File: src/rtl/mem_access_unit_if.sv
// rtl/mem_access_unit_if.sv - request and data-RAM bus bundle for mem_access_unit
interface mem_access_unit_if #(
  parameter int NB_DATA = 32,
  parameter int NB_ADDR = 10
);
  logic               i_valid;
  logic               i_mem_read;
  logic               i_mem_write;
  logic [1:0]         i_data_size;
  logic               i_unsigned;
  logic [NB_ADDR-1:0] i_addr;
  logic [NB_DATA-1:0] i_wdata;
  logic [NB_DATA-1:0] o_rdata;
  logic               o_rdata_valid;
  logic               o_stall;
  logic               o_err;
  logic [NB_ADDR-3:0] o_mem_addr;
  logic               o_mem_re;
  logic [3:0]         o_mem_we;
  logic [NB_DATA-1:0] o_mem_wdata;
  logic [NB_DATA-1:0] i_mem_rdata;

  // pipeline requester plus data RAM
  modport master (
    output i_valid, i_mem_read, i_mem_write, i_data_size, i_unsigned, i_addr, i_wdata,
    output i_mem_rdata,
    input  o_rdata, o_rdata_valid, o_stall, o_err,
    input  o_mem_addr, o_mem_re, o_mem_we, o_mem_wdata
  );

  // the access unit
  modport slave (
    input  i_valid, i_mem_read, i_mem_write, i_data_size, i_unsigned, i_addr, i_wdata,
    input  i_mem_rdata,
    output o_rdata, o_rdata_valid, o_stall, o_err,
    output o_mem_addr, o_mem_re, o_mem_we, o_mem_wdata
  );
endinterface

File: src/rtl/mem_access_unit.sv
// rtl/mem_access_unit.sv - MEM-stage load/store unit with split unaligned accesses
module mem_access_unit #(
  parameter int NB_DATA = 32,
  parameter int NB_ADDR = 10
) (
  input logic              i_clk,
  input logic              i_rst_n,
  mem_access_unit_if.slave bus
);
  localparam int NB_WADDR = NB_ADDR - 2;

  localparam logic [1:0] IDLE  = 2'd0;
  localparam logic [1:0] LD_LO = 2'd1;
  localparam logic [1:0] LD_HI = 2'd2;
  localparam logic [1:0] ST_HI = 2'd3;

  logic [1:0]          state_q, state_d;
  logic [NB_ADDR-1:0]  addr_q;
  logic [1:0]          size_q;
  logic                uns_q;
  logic                split_q;
  logic [NB_DATA-1:0]  wdata_q;
  logic [NB_DATA-1:0]  lo_q;
  logic [NB_DATA-1:0]  rdata_q;

  logic [1:0]          sel_off;
  logic [1:0]          sel_size;
  logic [NB_DATA-1:0]  sel_wdata;
  logic [2:0]          nbytes;
  logic                split_now;
  logic [7:0]          mask_base;
  logic [7:0]          mask_wide;
  logic [2*NB_DATA-1:0] lanes_wide;
  logic                invalid;

  logic [NB_WADDR-1:0] w_in;
  logic [NB_WADDR-1:0] w_next;

  logic [2*NB_DATA-1:0] ld_pair;
  logic [NB_DATA-1:0]   ld_shift;
  logic [NB_DATA-1:0]   ld_result;

  logic                 stall, err, re, rvalid;
  logic [3:0]           we;
  logic [NB_WADDR-1:0]  maddr;
  logic [NB_DATA-1:0]   mwdata;

  assign w_in   = bus.i_addr[NB_ADDR-1:2];
  assign w_next = addr_q[NB_ADDR-1:2] + {{(NB_WADDR-1){1'b0}}, 1'b1};

  // Byte-lane view of the current store: live inputs when accepting, latched copy in ST_HI
  always_comb begin
    sel_off   = (state_q == IDLE) ? bus.i_addr[1:0]   : addr_q[1:0];
    sel_size  = (state_q == IDLE) ? bus.i_data_size   : size_q;
    sel_wdata = (state_q == IDLE) ? bus.i_wdata       : wdata_q;
    case (sel_size)
      2'b01:   nbytes = 3'd1;
      2'b10:   nbytes = 3'd2;
      2'b11:   nbytes = 3'd4;
      default: nbytes = 3'd0;
    endcase
    split_now  = ({1'b0, sel_off} + nbytes) > 3'd4;
    mask_base  = (8'd1 << nbytes) - 8'd1;
    mask_wide  = mask_base << sel_off;
    lanes_wide = {{NB_DATA{1'b0}}, sel_wdata} << {sel_off, 3'b000};
    invalid    = bus.i_valid && ((bus.i_data_size == 2'b00) || (bus.i_mem_read && bus.i_mem_write));
  end

  // Align and extend the loaded bytes; the aligned case has no upper word
  always_comb begin
    ld_pair  = split_q ? {bus.i_mem_rdata, lo_q} : {{NB_DATA{1'b0}}, bus.i_mem_rdata};
    ld_shift = NB_DATA'(ld_pair >> {addr_q[1:0], 3'b000});
    case (size_q)
      2'b01:   ld_result = uns_q ? {{(NB_DATA-8){1'b0}}, ld_shift[7:0]}
                                 : {{(NB_DATA-8){ld_shift[7]}}, ld_shift[7:0]};
      2'b10:   ld_result = uns_q ? {{(NB_DATA-16){1'b0}}, ld_shift[15:0]}
                                 : {{(NB_DATA-16){ld_shift[15]}}, ld_shift[15:0]};
      default: ld_result = ld_shift;
    endcase
  end

  // Next-state and RAM/pipeline controls; everything forced quiet while reset is held
  always_comb begin
    state_d = state_q;
    stall   = 1'b0;
    err     = 1'b0;
    re      = 1'b0;
    rvalid  = 1'b0;
    we      = 4'b0000;
    maddr   = '0;
    mwdata  = '0;
    case (state_q)
      IDLE: begin
        if (invalid) begin
          err = 1'b1;
        end else if (bus.i_valid && bus.i_mem_write) begin
          we     = mask_wide[3:0];
          mwdata = lanes_wide[NB_DATA-1:0];
          maddr  = w_in;
          if (split_now) begin
            stall   = 1'b1;
            state_d = ST_HI;
          end
        end else if (bus.i_valid && bus.i_mem_read) begin
          re      = 1'b1;
          maddr   = w_in;
          stall   = 1'b1;
          state_d = split_now ? LD_LO : LD_HI;
        end
      end
      LD_LO: begin
        re      = 1'b1;
        maddr   = w_next;
        stall   = 1'b1;
        state_d = LD_HI;
      end
      LD_HI: begin
        rvalid  = 1'b1;
        state_d = IDLE;
      end
      ST_HI: begin
        we      = mask_wide[7:4];
        mwdata  = lanes_wide[2*NB_DATA-1:NB_DATA];
        maddr   = w_next;
        state_d = IDLE;
      end
      default: state_d = IDLE;
    endcase
    if (!i_rst_n) begin
      state_d = IDLE;
      stall   = 1'b0;
      err     = 1'b0;
      re      = 1'b0;
      rvalid  = 1'b0;
      we      = 4'b0000;
      maddr   = '0;
      mwdata  = '0;
    end
  end

  // FSM state, request latch at accept, low-word capture and load result hold
  always_ff @(posedge i_clk or negedge i_rst_n) begin
    if (!i_rst_n) begin
      state_q <= IDLE;
      addr_q  <= '0;
      size_q  <= 2'b00;
      uns_q   <= 1'b0;
      split_q <= 1'b0;
      wdata_q <= '0;
      lo_q    <= '0;
      rdata_q <= '0;
    end else begin
      state_q <= state_d;
      if (state_q == IDLE && state_d != IDLE) begin
        addr_q  <= bus.i_addr;
        size_q  <= bus.i_data_size;
        uns_q   <= bus.i_unsigned;
        wdata_q <= bus.i_wdata;
        split_q <= split_now;
      end
      if (state_q == LD_LO) lo_q <= bus.i_mem_rdata;
      if (state_q == LD_HI) rdata_q <= ld_result;
    end
  end

  assign bus.o_rdata       = (state_q == LD_HI) ? ld_result : rdata_q;
  assign bus.o_rdata_valid = rvalid;
  assign bus.o_stall       = stall;
  assign bus.o_err         = err;
  assign bus.o_mem_addr    = maddr;
  assign bus.o_mem_re      = re;
  assign bus.o_mem_we      = we;
  assign bus.o_mem_wdata   = mwdata;
endmodule

File: src/flat_wrapper.sv
// flat-port wrapper written by rule: the top's interface ports become plain ports
module mem_access_unit_flat 
#(
  parameter int NB_DATA = 32,
  parameter int NB_ADDR = 10
)
  (i_clk, i_rst_n, bus_i_valid, bus_i_mem_read, bus_i_mem_write, bus_i_data_size, bus_i_unsigned, bus_i_addr, bus_i_wdata, bus_i_mem_rdata, bus_o_rdata, bus_o_rdata_valid, bus_o_stall, bus_o_err, bus_o_mem_addr, bus_o_mem_re, bus_o_mem_we, bus_o_mem_wdata);
  mem_access_unit_if #(.NB_DATA(NB_DATA), .NB_ADDR(NB_ADDR)) bus_i ();
  input logic i_clk;
  input logic i_rst_n;
  input wire logic [$bits(bus_i.i_valid)-1:0] bus_i_valid;
  input wire logic [$bits(bus_i.i_mem_read)-1:0] bus_i_mem_read;
  input wire logic [$bits(bus_i.i_mem_write)-1:0] bus_i_mem_write;
  input wire logic [$bits(bus_i.i_data_size)-1:0] bus_i_data_size;
  input wire logic [$bits(bus_i.i_unsigned)-1:0] bus_i_unsigned;
  input wire logic [$bits(bus_i.i_addr)-1:0] bus_i_addr;
  input wire logic [$bits(bus_i.i_wdata)-1:0] bus_i_wdata;
  input wire logic [$bits(bus_i.i_mem_rdata)-1:0] bus_i_mem_rdata;
  output wire logic [$bits(bus_i.o_rdata)-1:0] bus_o_rdata;
  output wire logic [$bits(bus_i.o_rdata_valid)-1:0] bus_o_rdata_valid;
  output wire logic [$bits(bus_i.o_stall)-1:0] bus_o_stall;
  output wire logic [$bits(bus_i.o_err)-1:0] bus_o_err;
  output wire logic [$bits(bus_i.o_mem_addr)-1:0] bus_o_mem_addr;
  output wire logic [$bits(bus_i.o_mem_re)-1:0] bus_o_mem_re;
  output wire logic [$bits(bus_i.o_mem_we)-1:0] bus_o_mem_we;
  output wire logic [$bits(bus_i.o_mem_wdata)-1:0] bus_o_mem_wdata;
  assign bus_i.i_valid = bus_i_valid;
  assign bus_i.i_mem_read = bus_i_mem_read;
  assign bus_i.i_mem_write = bus_i_mem_write;
  assign bus_i.i_data_size = bus_i_data_size;
  assign bus_i.i_unsigned = bus_i_unsigned;
  assign bus_i.i_addr = bus_i_addr;
  assign bus_i.i_wdata = bus_i_wdata;
  assign bus_i.i_mem_rdata = bus_i_mem_rdata;
  assign bus_o_rdata = bus_i.o_rdata;
  assign bus_o_rdata_valid = bus_i.o_rdata_valid;
  assign bus_o_stall = bus_i.o_stall;
  assign bus_o_err = bus_i.o_err;
  assign bus_o_mem_addr = bus_i.o_mem_addr;
  assign bus_o_mem_re = bus_i.o_mem_re;
  assign bus_o_mem_we = bus_i.o_mem_we;
  assign bus_o_mem_wdata = bus_i.o_mem_wdata;
  mem_access_unit #(.NB_DATA(NB_DATA), .NB_ADDR(NB_ADDR)) u_core (.i_clk(i_clk), .i_rst_n(i_rst_n), .bus(bus_i));
endmodule
File: config.mk
export PLATFORM = sky130hd
export DESIGN_NAME = mem_access_unit_flat
export DESIGN_NICKNAME = d
export VERILOG_FILES = /design/src/rtl/mem_access_unit_if.sv /design/src/rtl/mem_access_unit.sv /design/src/flat_wrapper.sv
export SDC_FILE = /design/constraint.sdc
export NUM_CORES = 1
export LEC_CHECK = 0
export ABC_AREA = 1
export CORE_ASPECT_RATIO = 0.7
export CORE_MARGIN = 3
export CORE_UTILIZATION = 52
export CTS_CLUSTER_SIZE = 24
export DETAILED_ROUTE_END_ITERATION = 8
export GPL_TIMING_DRIVEN = 1
export HOLD_SLACK_MARGIN = 0.02
export PLACE_DENSITY = 0.82
export SLEW_MARGIN = 10
export SYNTH_ARGS = -nofsm -noshare
export SYNTH_HDL_FRONTEND = slang
export SYNTH_SLANG_ARGS = --single-unit
File: constraint.sdc
create_clock -name i_clk -period 3.95 [get_ports i_clk]
set_clock_uncertainty 0.15 [all_clocks]
set_input_delay 0.5925 -clock i_clk [delete_from_list [all_inputs] [get_ports i_clk]]
set_output_delay 0.5925 -clock i_clk [all_outputs]
set_load 0.01 [all_outputs]
==> impl_metrics.json, run 1 <==
{
  "finalSetupViolations": 0,
  "tightestPinTransition_ns": 0.813,
  "drive_gt1_frac": 0.0632,
  "die_x_um": 150,
  "ir_drop_mv": 0.399,
  "area_growth_pct": 29.6,
  "drt_iter0_drc": 928,
  "placed_cells": 1430,
  "dieHeight_um": 107,
  "crit_arrival_ns": 3.05,
  "synth-xor-area-share": 0.00117,
  "netSwitchingFraction": 0.487,
  "grt_max_degree": 79,
  "cts_made_buffers": 9,
  "synth-compound-area-share": 0.193,
  "total_leakage_power_nw": 4.48,
  "relSlewSlack": 0.458,
  "ioPinCount": 162,
  "initial_core_util": 0.536,
  "cts_root_buf": "clkbuf_16",
  "r2r_start": "u_core.state_q[0]",
  "num_vias": 8294,
  "drv_cap": 0,
  "cts_hold_buf": 0,
  "nFillCells": 1224,
  "yosys.area.top_type": "dfrtp_1",
  "dp_hpwl_mm": 19.0,
  "p_total_mw": 7.71,
  "globalRouteTotalUtil": 0.316,
  "busiest_layer": "met1",
  "yosysWarnings": 0,
  "ctsHtreeMaxLevel": 3,
  "overflow": 0,
  "syn_avg_cell_area_um2": 6.69,
  "final_design_area_no_fill_um2": 9730,
  "synth-main-ff-cell": "dfrtp_1",
  "avgRoutedWirePerCell_um": 17.7,
  "outcome": "finished, final reports clean",
  "rows": 36,
  "yosys.cell_types.count": 40,
  "min-delay-path-class": "primary input to asynchronous set/reset pin",
  "synth_seq_cells": 112,
  "dr.pass1.iters": 7,
  "end_kind": "primary output",
  "fin_cells": 1456,
  "power_per_cell_area_nw_per_um2": 793,
  "use_met3": 0.0933,
  "grt_pass1_wl_mm": 39.6,
  "dieArea_um2": 15900,
  "synth_top_family_by_area": "simple AND/OR/NAND/NOR gates",
  "synthAdderAreaFrac": 0.0193,
  "place_ws_ns": 0.107,
  "synth-edff-count": 0,
  "synth_simple_gate_area_frac": 0.319,
  "fin_crit_sh": 0.960,
  "synth_area_um2": 7500,
  "critical_path_class": "register to primary output",
  "pwr-share-comb": 0.628,
  "cts_tree": "done",
  "use_met1": 0.513,
  "drt_wl_total_mm": 25.8,
  "fin_ws_ns": 0.157,
  "design.core.area_um2": 14000,
  "final-hold-violation-count": 0,
  "antennaDiodeCount": 0,
  "startpoint": "u_core.size_q[0]",
  "p_int_mw": 3.96,
  "synth_area_leaders": "dfrtp_1 (37%), nand2_1 (16%), nor2_1 (7.2%)",
  "fmax_ghz": 0.264,
  "async_reset_ff_frac": 1.00,
  "min_period_ns": 3.79,
  "grt_util_met2": 0.409,
  "holdWs_ns": 0.266,
  "antenna_found_initial": 1,
  "insertion_delay_ns": 0.35,
  "gp_congestion": 0.978,
  "finalNetCount": 1354,
  "synth.mux.area_fraction": 0.00667,
  "cts.path.max_buffers": 2,
  "ant_nets": 0,
  "startpoint_type": "register",
  "yosys-top-cells-count": "nand2_1 (324), nor2_1 (144), dfrtp_1 (112), o21ai_0 (103), nand3_1 (87)",
  "cp_max_fo": 10,
  "synth_nets": 1214,
  "seqPwrFrac": 0.256,
  "cts.reportedPaths.clkPinSlew_ns": 0.07,
  "viasPerCell": 5.70,
  "worst_ep_required_time_ns": 3.21,
  "port_buffers": 161,
  "place_area_um2": 9320,
  "setup_tns_ns": 0,
  "clkSinkCount": 112,
  "grt_pass1_vias": 7301,
  "post-route-util": 0.694,
  "p_switching_mw": 3.76,
  "synth_top_area_share": 0.373,
  "slew_violations": 0,
  "syn_inst": 1121,
  "drc": 0,
  "yosysSeqAreaShare": 0.373,
  "power_frac_clock": 0.116,
  "yosysMostFrequentCell": "nand2_1"
}
==> per-layer routing <==
layer | vias up | wire (µm)
met4 | 0 | 331
li1 | 4001 | -
met3 | 29 | 3250
met1 | 3788 | 12100
met2 | 476 | 10100
met5 | - | 0
==> placed cells by master, fill, tap and decap left out, types with 2 or more instances in the layout <==
| cell type | instances |
|---|---|
| nand2_1 | 324 |
| clkdlybuf4s50_1 | 158 |
| nor2_1 | 144 |
| dfrtp_1 | 111 |
| o21ai_0 | 101 |
| nand3_1 | 87 |
| inv_1 | 70 |
| a21oi_1 | 46 |
| buf_4 | 36 |
| nor3_1 | 25 |
| a31oi_1 | 20 |
| o211ai_1 | 15 |
| a22oi_1 | 15 |
| a211oi_1 | 13 |
| o22ai_1 | 12 |
| clkbuf_16 | 10 |
| ha_1 | 7 |
| inv_2 | 6 |
| clkinv_1 | 6 |
| mux2i_1 | 5 |
| nand2_2 | 4 |
| a311oi_1 | 4 |
| o21ai_1 | 3 |
| a22o_1 | 3 |
| a32oi_1 | 3 |
| inv_6 | 3 |
| buf_12 | 3 |
| o21a_1 | 2 |
| o31ai_1 | 2 |
| a221oi_1 | 2 |
| nor2_2 | 2 |
| ha_2 | 2 |
| clkbuf_1 | 2 |
| dlymetal6s2s_1 | 2 |
| buf_6 | 2 |
==> final timing paths <==
| check | depth (start not counted) | slack, ns | endpoint |
|---|---|---|---|
| min in group i_clk | 2 | 0.33 | u_core.wdata_q[4] |
| min reg2reg | 2 | 0.33 | u_core.wdata_q[4] |
| max reg2reg | 21 | 0.66 | u_core.size_q[1] |
| min | 2 | 0.27 | u_core.wdata_q[16] |
| max in group asynchronous | 3 | 2.00 | u_core.split_q |
| max | 7 | 0.16 | bus_o_rdata[27] |
==> flip-flops by register name (all words and copies together) (netlist names) <==
name            flops
u_core.addr_q      10
u_core.rdata_q     32
u_core.wdata_q     32
u_core.lo_q        32
u_core.split_q      1
u_core.size_q       2
u_core.state_q      2
u_core.uns_q        1
==> cell type report <==
cell class                      count  area, µm²  share of cell area
Clock buffer                       11        233              0.0239
Clock inverter                      5       51.3             0.00527
Inverter                           82        308              0.0316
Multi-Input combinational cell    852       4060               0.418
Sequential cell                   112       2810               0.289
Tap cell                          190        238              0.0244
Timing Repair Buffer              204       2030               0.208
==> worst max-delay path, stage by stage, from the launching register on <==
cell	delay, ns
dfrtp_1	0.43
inv_1	0.06
ha_1	0.50
clkinv_1	0.37
a211oi_1	0.55
nor2_1	0.10
nor2_1	0.14
clkdlybuf4s50_1	0.56
==> kinds of logic after synthesis <==
| group | count (synthesis) |
|---|---|
| adder cells (fa/ha/maj) | 11 |
| AO/OA/AOI/OAI | 245 |
| multiplexers | 5 |
| flip-flops | 112 |
| buffers and inverters | 157 |
| AND/OR/NAND/NOR | 590 |
| XOR/XNOR | 1 |
==> repair_timing <==
| action | 4_1_cts | 5_1_grt |
|---|---|---|
| pin swaps | 1 | 0 |
| gates cloned | 0 | 1 |
| resized for setup | 0 | 13 |
| setup buffers | 3 | 6 |
| setup endpoints to repair | 1 | 53 |
==> power groups by stage <==
stage	logic [mW]	clock network [mW]	registers, mW
after floorplan	2.94	0	1.92
after global placement	4.50	0	1.98
after detailed placement	4.59	0	1.99
after CTS	4.63	0.908	1.98
after global routing	5.32	0.955	2.03
final	4.84	0.898	1.98
(Power assumes the default switching activity.)
==> run 2, diff against run 1 <==
==> constraint.sdc (replaced) <==
create_clock -name i_clk -period 3.9 [get_ports i_clk]
set_clock_uncertainty 0.15 [all_clocks]
set_input_delay 0.585 -clock i_clk [delete_from_list [all_inputs] [get_ports i_clk]]
set_output_delay 0.585 -clock i_clk [all_outputs]
set_load 0.01 [all_outputs]
==> run 2 against run 1 <==
  * Sequential share of layout area is 0.052 points higher
  * Cell count is 0.27% lower
  * Hold slack better by 0.059 ns
  * Design area is 0.27% lower
  * Via count is 0.46% higher
  * Sequential power hardly changed
  * Global-route usage is 1.2 points lower
  * Flip-flop and latch count stayed put
  * Count of clock-buffer cells in the layout is 2 lower
  * Die area stayed put
  * Wire length is 4.8% lower
  * Largest power group unchanged
==> impl_metrics.json, run 2 (synthesis gave the netlist of run 1 again) <==
{
  "outcome": "finished, final reports clean",
  "ir_drop_mv": 0.325,
  "r2r_start": "u_core.state_q[1]",
  "gp_congestion": 0.988,
  "tightestPinTransition_ns": 0.734,
  "final_cell_mix": "nand2_1 (324), clkdlybuf4s50_1 (157), nor2_1 (144)",
  "insertion_delay_ns": 0.35,
  "fin_cells": 1452,
  "cts.reportedPaths.clkPinSlew_ns": 0.07,
  "rows": 36,
  "min_from": "u_core.wdata_q[31]",
  "antennaDiodeCount": 0,
  "port_buffers": 161,
  "slew_violations": 0,
  "cp_max_fo": 13,
  "relSlewSlack": 0.509,
  "layout_commonest_cell": "nand2_1",
  "cts.path.max_buffers": 2,
  "reg2reg_to": "u_core.size_q[0]",
  "grt_pass1_vias": 7377,
  "finalSetupViolations": 0,
  "ant_nets": 0,
  "largestRegisters": "u_core.lo_q (32), u_core.rdata_q (32), u_core.wdata_q (32)",
  "drc": 0,
  "ioPinCount": 162,
  "placed_cells": 1426,
  "post-route-util": 0.692,
  "avgRoutedWirePerCell_um": 16.9,
  "antenna_found_initial": 0,
  "total_leakage_power_nw": 4.47,
  "path_buf_inv": 8,
  "power_per_cell_area_nw_per_um2": 795,
  "viasPerCell": 5.74,
  "fin_ws_ns": 0.100,
  "startpoint_type": "primary input",
  "dr.pass1.iters": 7,
  "min_path_cells": 2,
  "final-hold-violation-count": 0,
  "dieArea_um2": 15900,
  "fin_crit_sh": 0.974,
  "cts_made_buffers": 9,
  "design.core.area_um2": 14000,
  "critical_path.slowest_cell": "dlygate4sd3_1",
  "globalRouteTotalUtil": 0.304,
  "r2r_cells": 21,
  "drv_cap": 0,
  "regToRegSetupSlack_ns": 0.55,
  "dieHeight_um": 107,
  "critical_path_class": "primary input to primary output",
  "hold-path-endpoint": "u_core.wdata_q[31]",
  "finalNetCount": 1350,
  "drt_wl_total_mm": 24.6,
  "cts_root_buf": "clkbuf_16",
  "num_vias": 8332,
  "end_kind": "primary output",
  "fmax_ghz": 0.263,
  "area_growth_pct": 29.2,
  "min_period_ns": 3.80,
  "crit_family": "buffers and inverters",
  "slowest_delay_ns": 0.56,
  "ctsHtreeMaxLevel": 3,
  "initial_core_util": 0.536,
  "worst_ep_required_time_ns": 3.16,
  "drive_gt1_frac": 0.0642,
  "crit_chain": "dlygate4sd3_1 -> buf_8 -> inv_1 -> nor2_1 -> buf_4 -> clkinv_1 -> nor2_1 -> clkinvlp_4 -> buf_4 -> nor3_1 -> clkdlybuf4s50_1",
  "clkSinkCount": 112,
  "overflow": 0,
  "place_ws_ns": -0.00910,
  "dp_hpwl_mm": 18.0,
  "grt_pass1_wl_mm": 38.6,
  "crit_arrival_ns": 3.06,
  "min-delay-path-class": "register to register",
  "cts_tree": "done",
  "die_x_um": 150,
  "drt_iter0_drc": 1206,
  "grt_max_degree": 80
}
## run 2: cell count changes in the layout (fill, tap and decap cells not counted), moves of 2 or more
| cell | previous run | this run |
|---|---|---|
| buf_4 | 36 | 32 |
| o21ai_1 | 3 | 6 |
| clkinv_2 | 0 | 2 |
| clkinvlp_4 | 0 | 2 |
| inv_1 | 70 | 68 |
| o21ai_0 | 101 | 97 |
| clkbuf_1 | 2 | 0 |
## run 2: final cells by class
cell class / count / area (µm²)
Clock buffer: 9 / 225
Clock inverter: 7 / 77.6
Fill cell: 1182 / 4310
Inverter: 82 / 315
Multi-Input combinational cell: 852 / 4070
Sequential cell: 112 / 2800
Tap cell: 190 / 238
Timing Repair Buffer: 200 / 1970
## run 2: where the power goes
part / switching, mW / leakage, nW / internal [mW]
logic: 3.00 / 2.99 / 1.76
clock network: 0.452 / 0.152 / 0.507
registers: 0.262 / 1.33 / 1.74
total: 3.71 / 4.47 / 4.00
## run 2: repair_timing
item | 4_1_cts | 5_1_grt
hold buffers | 1 | 0
gates resized for setup | 6 | 18
hold endpoints to repair | 9 | 0
setup buffers | 2 | 7
pin swaps | 1 | 0
setup endpoints to repair | 40 | 51
## run 2: per-stage QoR
step,setup TNS [ns],total power [mW],hold WS [ns],cell area [µm²]
after floorplan,0,4.93,0.139,7500
after global placement,0,6.44,0.303,9260
after detailed placement,-0.00910,6.56,0.301,9260
after CTS,0,7.56,0.326,9600
after global routing,-0.0112,8.32,0.343,9700
final,0,7.71,0.325,9700
## run 2: tightest hold or removal path: cells and delay by family, from the launching register on
kind,cells,cell delay [ns]
flip-flops,1,0.34
AND/OR/NAND/NOR,2,0.10
## run 2: how the worst max path moves through the flow
| stage | end | slack, ns | depth (start not counted) | start |
|---|---|---|---|---|
| final | bus_o_mem_wdata[29] | 0.10 | 11 | i_rst_n |
| after global routing | bus_o_mem_wdata[24] | -0.01 | 11 | u_core.state_q[1] |
| after detailed placement | bus_o_rdata[21] | -0.009 | 11 | bus_i_mem_rdata[23] |
| after CTS | bus_o_stall | 0.001 | 17 | u_core.state_q[1] |
| after floorplan | bus_o_stall | 0.81 | 14 | u_core.state_q[0] |
| after global placement | bus_o_stall | 0.11 | 16 | bus_i_data_size[0] |
## run 2: routing by layer
metal	GRT usage	wire (µm)	part of all wire	up-vias
met5	0	0	0	-
met4	0.0607	390	0.016	0
met3	0.0925	3000	0.12	42
met2	0.397	9770	0.40	500
met1	0.488	11400	0.46	3800
li1	-	-	-	3990
==> patch: new RTL, flow settings as in run 1 <==
`NB_DATA` is set to 32 in 3 places; all go to 64.
--- a/src/rtl/mem_access_unit_if.sv
+++ b/src/rtl/mem_access_unit_if.sv
@@ -1,5 +1,5 @@
 // rtl/mem_access_unit_if.sv - request and data-RAM bus bundle for mem_access_unit
 interface mem_access_unit_if #(
-  parameter int NB_DATA = 32,
+  parameter int NB_DATA = 64,
   parameter int NB_ADDR = 10
 );
--- a/src/rtl/mem_access_unit.sv
+++ b/src/rtl/mem_access_unit.sv
@@ -1,5 +1,5 @@
 // rtl/mem_access_unit.sv - MEM-stage load/store unit with split unaligned accesses
 module mem_access_unit #(
-  parameter int NB_DATA = 32,
+  parameter int NB_DATA = 64,
   parameter int NB_ADDR = 10
 ) (
--- a/src/flat_wrapper.sv
+++ b/src/flat_wrapper.sv
@@ -2,5 +2,5 @@
 module mem_access_unit_flat 
 #(
-  parameter int NB_DATA = 32,
+  parameter int NB_DATA = 64,
   parameter int NB_ADDR = 10
 )
Ports: changed (resized bus_i_mem_rdata, bus_i_wdata, bus_o_mem_wdata and bus_o_rdata); port bits go from 162 to 290. The function was not compared with the original's and may differ.
==> patch against run 1 <==
Via count is 92% higher; utilization is 4.5 points higher; setup slack got worse by 0.11 ns; count of clock-buffer cells in the layout grew 18; power is 120% higher; wire length grew 130%; synthesized cell count rose by 80%; hold slack improved by 0.055 ns; sequential power grew 86%; synthesized area grew 79%; final area rose by 90%; sequential cell count up 96; largest power group unchanged.
==> patch: results <==
set metrics [dict create \
    synthAdderAreaFrac_pct 1.08 \
    first_pass_iters 6 \
    routedWlPerCell_microns 22.2 \
    top_regs "u_core.lo_q: 64 flops, u_core.rdata_q: 64 flops, u_core.wdata_q: 64 flops" \
    dp_cells 2577 \
    irDropWorstVdd_mv 0.494 \
    met3_length_microns 8970 \
    placed_area_sq_um 16900 \
    synth-xor-area-share_pct 0 \
    drt_iter0_drc 2455 \
    m1WireLength_microns 24800 \
    grt_pass1_wl_microns 85500 \
    insertion_delay_ns 0.54 \
    cts_buffers 22 \
    antenna_found_initial 3 \
    syn-num-nets 2177 \
    route.top_layer_used "met5" \
    grt_use_met2_pct 53.9 \
    routed-wl-met2_microns 23800 \
    cts_buffer_depth 3 \
    synthMuxAreaShare_pct 1.35 \
    path_max_fanout 11 \
    worst_hold_slack_ns 0.321 \
    grt_pass1_vias 14429 \
    worstRegToRegCells 24 \
    syn_inst 2020 \
    worstMarginPinSlew_ns 0.944 \
    worstHoldPathType "reg2reg" \
    arrival_ns 3.16 \
    post_cts_resized 76 \
    drive_gt1_share_pct 10.8 \
    yosysSeqAreaShare_pct 38.8 \
    port_buffers 289 \
    h-tree-depth 1 \
    grt_use_total_pct 40.0 \
    p_leak_nw 9.03 \
    place_congestion 1.05 \
    totalWireLength_microns 58600 \
    status "complete, no violations" \
    viasPerCell 6.04 \
    grt_max_degree 135 \
]
patch: layout make-up:
cell class	instances	share of cell area, %
Antenna cell	1	0.0135
Inverter	128	2.71
Timing Repair Buffer	407	22.7
Tap cell	325	2.20
Clock inverter	9	0.824
Clock buffer	29	3.55
Multi-Input combinational cell	1533	39.9
Sequential cell	208	28.1
patch: power breakdown:
group	total, mW	switching, mW	internal, mW
Sequential	3.69	0.477	3.21
Combinational	10.6	6.83	3.76
Clock	2.35	0.921	1.43
patch: worst max path at each step:
stage	start	end	slack, ns	cells after the start
after global routing	u_core.state_q[0]	bus_o_stall	-0.09	19
final	u_core.state_q[0]	bus_o_mem_wdata[62]	0.04	11
after floorplan	u_core.state_q[0]	u_core.wdata_q[62]	0.70	19
after CTS	u_core.split_q	bus_o_rdata[23]	0.001	9
after detailed placement	bus_i_mem_rdata[23]	bus_o_rdata[61]	-0.05	13
after global placement	bus_i_addr[0]	bus_o_mem_wdata[62]	0.08	10
